--- config.mk ---
export PLATFORM = sky130hd
export DESIGN_NAME = joy_db15_splitter_emu
export DESIGN_NICKNAME = d
export VERILOG_FILES = /design/src/rtl/joy_db15_splitter_emu.sv
export SDC_FILE = /design/constraint.sdc
export NUM_CORES = 1
export LEC_CHECK = 0
export BUFFER_PORTS_ARGS = -buffer_cell sky130_fd_sc_hd__buf_4
export CORE_MARGIN = 2
export CORE_UTILIZATION = 48
export CTS_CLUSTER_SIZE = 25
export DETAILED_ROUTE_END_ITERATION = 6
export PLACE_DENSITY_LB_ADDON = 0.08
export SLEW_MARGIN = 20
export SYNTH_ARGS = -nofsm -noshare
export SYNTH_HDL_FRONTEND = slang
export SYNTH_SLANG_ARGS = --single-unit
--- constraint.sdc ---
create_clock -name clk -period 1.4 [get_ports clk]
set_input_delay 0.21 -clock clk [delete_from_list [all_inputs] [get_ports clk]]
set_output_delay 0.21 -clock clk [all_outputs]
set_load 0.005 [all_outputs]
--- src/rtl/joy_db15_splitter_emu.sv ---
`default_nettype none
// ============================================================================
// Module  : joy_db15_splitter_emu
// Brief   : Emulates a DB15 two-player splitter: serialises both joysticks
//           onto joy_data under host joy_load / joy_clk control.
// Config  : JOY_DB15_EMU_SYNC_EN - 2-flop synchronisers on host strobes.
// Rev     : 1.0 - initial release
// ============================================================================
module joy_db15_splitter_emu #(
  parameter int LEAD_BITS = 1
) (
  input  logic        clk,
  input  logic        reset,
  input  logic        joy_clk,
  input  logic        joy_load,
  output logic        joy_data,
  input  logic [15:0] joystick1,
  input  logic [15:0] joystick2,
  output logic        frame_done,
  output logic [7:0]  frame_cnt
);

  localparam int         c_SR_W         = LEAD_BITS + 24;
  localparam logic [4:0] c_IDX_FULL     = 5'(LEAD_BITS + 24);
  localparam logic [4:0] c_IDX_PRE_LAST = 5'(LEAD_BITS + 22);

  logic              r_clk_s;
  logic              r_clk_d;
  logic              r_load_s;
  logic              w_rise;
  logic [23:0]       w_buttons;
  logic [c_SR_W-1:0] w_snap;
  logic [c_SR_W-1:0] r_sr;
  logic [4:0]        r_idx;
  logic              r_frame_done;
  logic [7:0]        r_frame_cnt;
  logic              w_unused_bits;

`ifdef JOY_DB15_EMU_SYNC_EN
  logic r_clk_m;
  logic r_load_m;

  always_ff @(posedge clk or posedge reset) begin
    if (reset) begin
      r_clk_m  <= 1'b1;
      r_clk_s  <= 1'b1;
      r_load_m <= 1'b1;
      r_load_s <= 1'b1;
    end else begin
      r_clk_m  <= joy_clk;
      r_clk_s  <= r_clk_m;
      r_load_m <= joy_load;
      r_load_s <= r_load_m;
    end
  end
`else
  always_ff @(posedge clk or posedge reset) begin
    if (reset) begin
      r_clk_s  <= 1'b1;
      r_load_s <= 1'b1;
    end else begin
      r_clk_s  <= joy_clk;
      r_load_s <= joy_load;
    end
  end
`endif

  // Resetting the edge flop high keeps a low joy_clk at release from looking like an edge.
  always_ff @(posedge clk or posedge reset) begin
    if (reset) begin
      r_clk_d <= 1'b1;
    end else begin
      r_clk_d <= r_clk_s;
    end
  end

  assign w_rise = r_clk_s & ~r_clk_d;

  // Bit k of w_buttons is the k-th button on the wire (k = 0 leaves first).
  assign w_buttons = {
    joystick2[4],  joystick2[5],  joystick2[6],  joystick2[7],
    joystick2[10], joystick2[11], joystick2[8],  joystick2[9],
    joystick1[10], joystick1[11], joystick1[8],  joystick1[9],
    joystick2[3],  joystick2[2],  joystick2[1],  joystick2[0],
    joystick1[3],  joystick1[2],  joystick1[1],  joystick1[0],
    joystick1[4],  joystick1[5],  joystick1[6],  joystick1[7]
  };

  assign w_unused_bits = &{1'b0, joystick1[15:12], joystick2[15:12]};

  generate
    if (LEAD_BITS > 0) begin : g_lead
      assign w_snap = {~w_buttons, {LEAD_BITS{1'b1}}};
    end else begin : g_no_lead
      assign w_snap = ~w_buttons;
    end
  endgenerate

  // Load wins over a coincident shift strobe.
  always_ff @(posedge clk or posedge reset) begin
    if (reset) begin
      r_sr  <= '1;
      r_idx <= '0;
    end else if (!r_load_s) begin
      r_sr  <= w_snap;
      r_idx <= '0;
    end else if (w_rise) begin
      r_sr <= {1'b1, r_sr[c_SR_W-1:1]};
      if (r_idx != c_IDX_FULL) begin
        r_idx <= r_idx + 5'd1;
      end
    end
  end

  // The shift leaving index at LEAD_BITS+22 is the one that presents P2 A.
  always_ff @(posedge clk or posedge reset) begin
    if (reset) begin
      r_frame_done <= 1'b0;
      r_frame_cnt  <= '0;
    end else begin
      r_frame_done <= 1'b0;
      if (r_load_s && w_rise && (r_idx == c_IDX_PRE_LAST)) begin
        r_frame_done <= 1'b1;
        r_frame_cnt  <= r_frame_cnt + 8'd1;
      end
    end
  end

  assign joy_data   = r_sr[0];
  assign frame_done = r_frame_done;
  assign frame_cnt  = r_frame_cnt;

endmodule
`default_nettype wire

==> metrics.md <==
| Metric | Value |
|---|---|
| Outcome | finished with violations |
| Failing checks | negative setup slack |
| Mapped Area | 0.00195 mm^2 |
| Vias in the first global route | 1321 |
| Final Critical Period | 1.41 ns |
| Total CTS buffers | 5 |
| Peak VDD IR | 0.572 mV |
| Final Hold Viols | 0 |
| HP Class | in -> reg |
| Post-Synth Simple-Gate Area | 0.0858 |
| Synth-to-layout area growth | 35.2% |
| Initial antenna violation count | 0 |
| Synth top area share | 0.377 |
| Num ports | 46 |
| Mapped Nets | 191 |
| Fin cells | 257 |
| Placed cell count | 242 |
| CP startpoint | r_clk_s |
| Seq/Total Area, Yosys | 0.556 |
| Post-route setup slack | -0.0108 ns |
| RR Endpoint | r_idx[3] |
| Die height | 67.8 um |
| Pin count of the biggest net entering global routing | 43 |
| Gr usage total | 0.175 |
| Worst slew pin tran | 0.340 ns |
| Worst Path Max Fanout | 5 |
| Post-Synth Adder-Cell Area | 0.0192 |
| Relative slew slack | 0.773 |
| Core Footprint | 0.00397 mm^2 |
| DR vias | 1376 |
| Count of clock tree sinks | 42 |
| GPL Wtd Cong | 0.796 |
| Top post-synthesis cells by area | dfstp_2 (38%), mux2i_1 (24%), dfrtp_1 (18%), xor2_1 (3.1%), ha_1 (1.9%) |
| CTS H-Tree Depth | 2 |
| Startpoint types | register |
| Core Util, Final | 0.665 |
| Data arrival, critical path | 1.63 ns |
| Ys Warns | 0 |
| Post-synthesis mux area share | 0.247 |
| TritonCTS clock tree | yes |
| Seq cells post-synth | 42 |
| Setup violators final | 1 |
| Crit end category | register |
| Remaining global-route overflow | 0 |
| Ant. Diodes | 0 |
| FFs w/ async S/R, synth | 1.00 |
| Final period util | 1.01 |
| Final ANT Viol Nets | 0 |
| Mapped Cells | 152 |
| Reg-to-reg setup timing slack | -0.01 ns |
| Reg2reg path depth | 3 |
| DP HPWL | 2620 um |
| Initial Util | 0.492 |
| Compound-gate portion of the synthesized area | 0.0288 |
| Yosys cell types | 27 |
| Slew Limit Fails | 0 |
| TritonRoute pass-1 iters | 4 |
| XOR/XNOR Fraction of Synth Area | 0.0314 |
| Worst Path Required | 1.62 ns |
| P per Cell Area | 956 mW/mm^2 |
| F_max | 709 MHz |
| Residual DRC | 0 |
| Drt wl/cell | 14.9 um |
| Layout Nets | 245 |
| Layout cell share with drive strength beyond 1 | 0.498 |
| Synth cell count leaders | mux2i_1 (47), dfstp_2 (28), dfrtp_1 (14), nand2_1 (7), xor2_1 (7) |
| Critical path class | reg -> reg |
| Final WL | 3840 um |
| Top-count cell post-synth | mux2i_1 |
| Max Cap Violations | 0 |
| Clk buf depth | 2 |
| Hold path cells | 1 |
| Clock-pin transition on the worst setup and hold timing paths | 0.08 ns |
| Die X | 67.8 um |
| Syn_area_per_cell | 12.8 um^2 |
| Hold_sp | joy_load |
| Main synth FF type | dfstp_2 |
| Hold endpoint | r_load_s |
| DP Worst Slack | -0.0534 ns |
| Clk root buf | clkbuf_8 |
| Synth area leader | dfstp_2 |
| I/O Buffers | 37 |
| Worst Skew | 0.00987 ns |
| Cell row count | 23 |
| Die area | 0.00460 mm^2 |
| Number of flops mapped to enable cells by yosys | 0 |
| Lkg Pwr | 1.32 nW |
| First-pass GRT wire length | 5830 um |
| RSZ-0062 raised after global routing | true |
| Vias/cell | 5.35 |
| Largest family of logic cells by synthesized area | multiplexers |
| Initial drt markers | 76 |
| FF-to-FF Start | r_clk_s |
| Clk_lat worst skew | 0.29 ns |
==> how the worst max path moves through the flow <==
| stage | endpoint | slack (ns) |
|---|---|---|
| after floorplan | r_idx[3] | -0.004 |
| after global placement | frame_cnt[7] | -0.01 |
| after detailed placement | frame_cnt[7] | -0.05 |
| after CTS | frame_cnt[1] | -0.02 |
| after global routing | r_idx[3] | -0.11 |
| final | r_idx[3] | -0.01 |
==> area by class of cell <==
type / count / area, um^2
Sequential cell: 42 / 1090
Fill cell: 299 / 1330
Clock inverter: 2 / 10.0
Multi-Input combinational cell: 98 / 932
Tap cell: 50 / 62.6
Timing Repair Buffer: 53 / 454
Inverter: 6 / 22.5
Clock buffer: 6 / 72.6
==> flip-flops by register name (all words and copies together), names as in the netlist <==
| register | count |
|---|---|
| r_clk_s | 1 |
| frame_cnt | 8 |
| r_sr | 25 |
| frame_done | 1 |
| r_idx | 5 |
| r_load_s | 1 |
| r_clk_d | 1 |
==> cells in the final DEF (no fill, tap or decap), types with 5 or more instances in the layout <==
master / Yosys / final
clkbuf_8: 0 / 5
dfstp_2: 28 / 28
buf_4: 2 / 47
inv_1: 6 / 5
mux2i_1: 47 / 47
xor2_1: 7 / 7
dfrtp_1: 14 / 13
nand2_1: 7 / 7
==> report_power, final <==
| part | switching (W) | internal [W] | leakage (nW) |
|---|---|---|---|
| Clock | 0.000398 | 0.000345 | 0.0450 |
| Combinational | 0.000147 | 0.000199 | 0.793 |
| Sequential | 0.0000584 | 0.00138 | 0.487 |
| Total | 0.000604 | 0.00192 | 1.32 |
==> timing repair <==
item                                   CTS  global route
hold buffers                             1             0
setup buffers                            1             4
setup endpoints to repair                8            12
endpoints found under the hold margin   14             0
resized for setup                        4            15
cloned                                   0             1
pin swaps                                1             7
==> critical path: stages, from the launching register on <==
cell and delay (ns):
dfstp_2 0.61, nand2b_1 0.12, or4_1 0.47, a21oi_1 0.15
==> stage by stage <==
step                      power, W  hold WS (ns)  setup TNS (ns)  cell area [um^2]
after floorplan            0.00164         0.214        -0.00367              1960
final                      0.00253        0.0257         -0.0108              2640
after global placement     0.00176         0.288         -0.0111              2380
after CTS                  0.00254        0.0139         -0.0314              2500
after detailed placement   0.00179         0.294          -0.112              2380
after global routing       0.00266       0.00526           -1.00              2640
==> metal layers <==
metal  global-route usage  wire, um  share of wire
met1                0.199      1590           0.41
met2                0.313      1990           0.52
met3               0.0400       203          0.053
met4               0.0725        51          0.013
met5                    0         0              0
==> kinds of logic after synthesis <==
kind of cell	count (synthesis)
DFF	42
xor gates and xnor gates	7
AOI/OAI and AO/OA	9
adders and majority gates	3
muxes	48
buffers and inverters	13
and+or+nand+nor	30
Note: power is estimated with default switching activity, not from simulation.
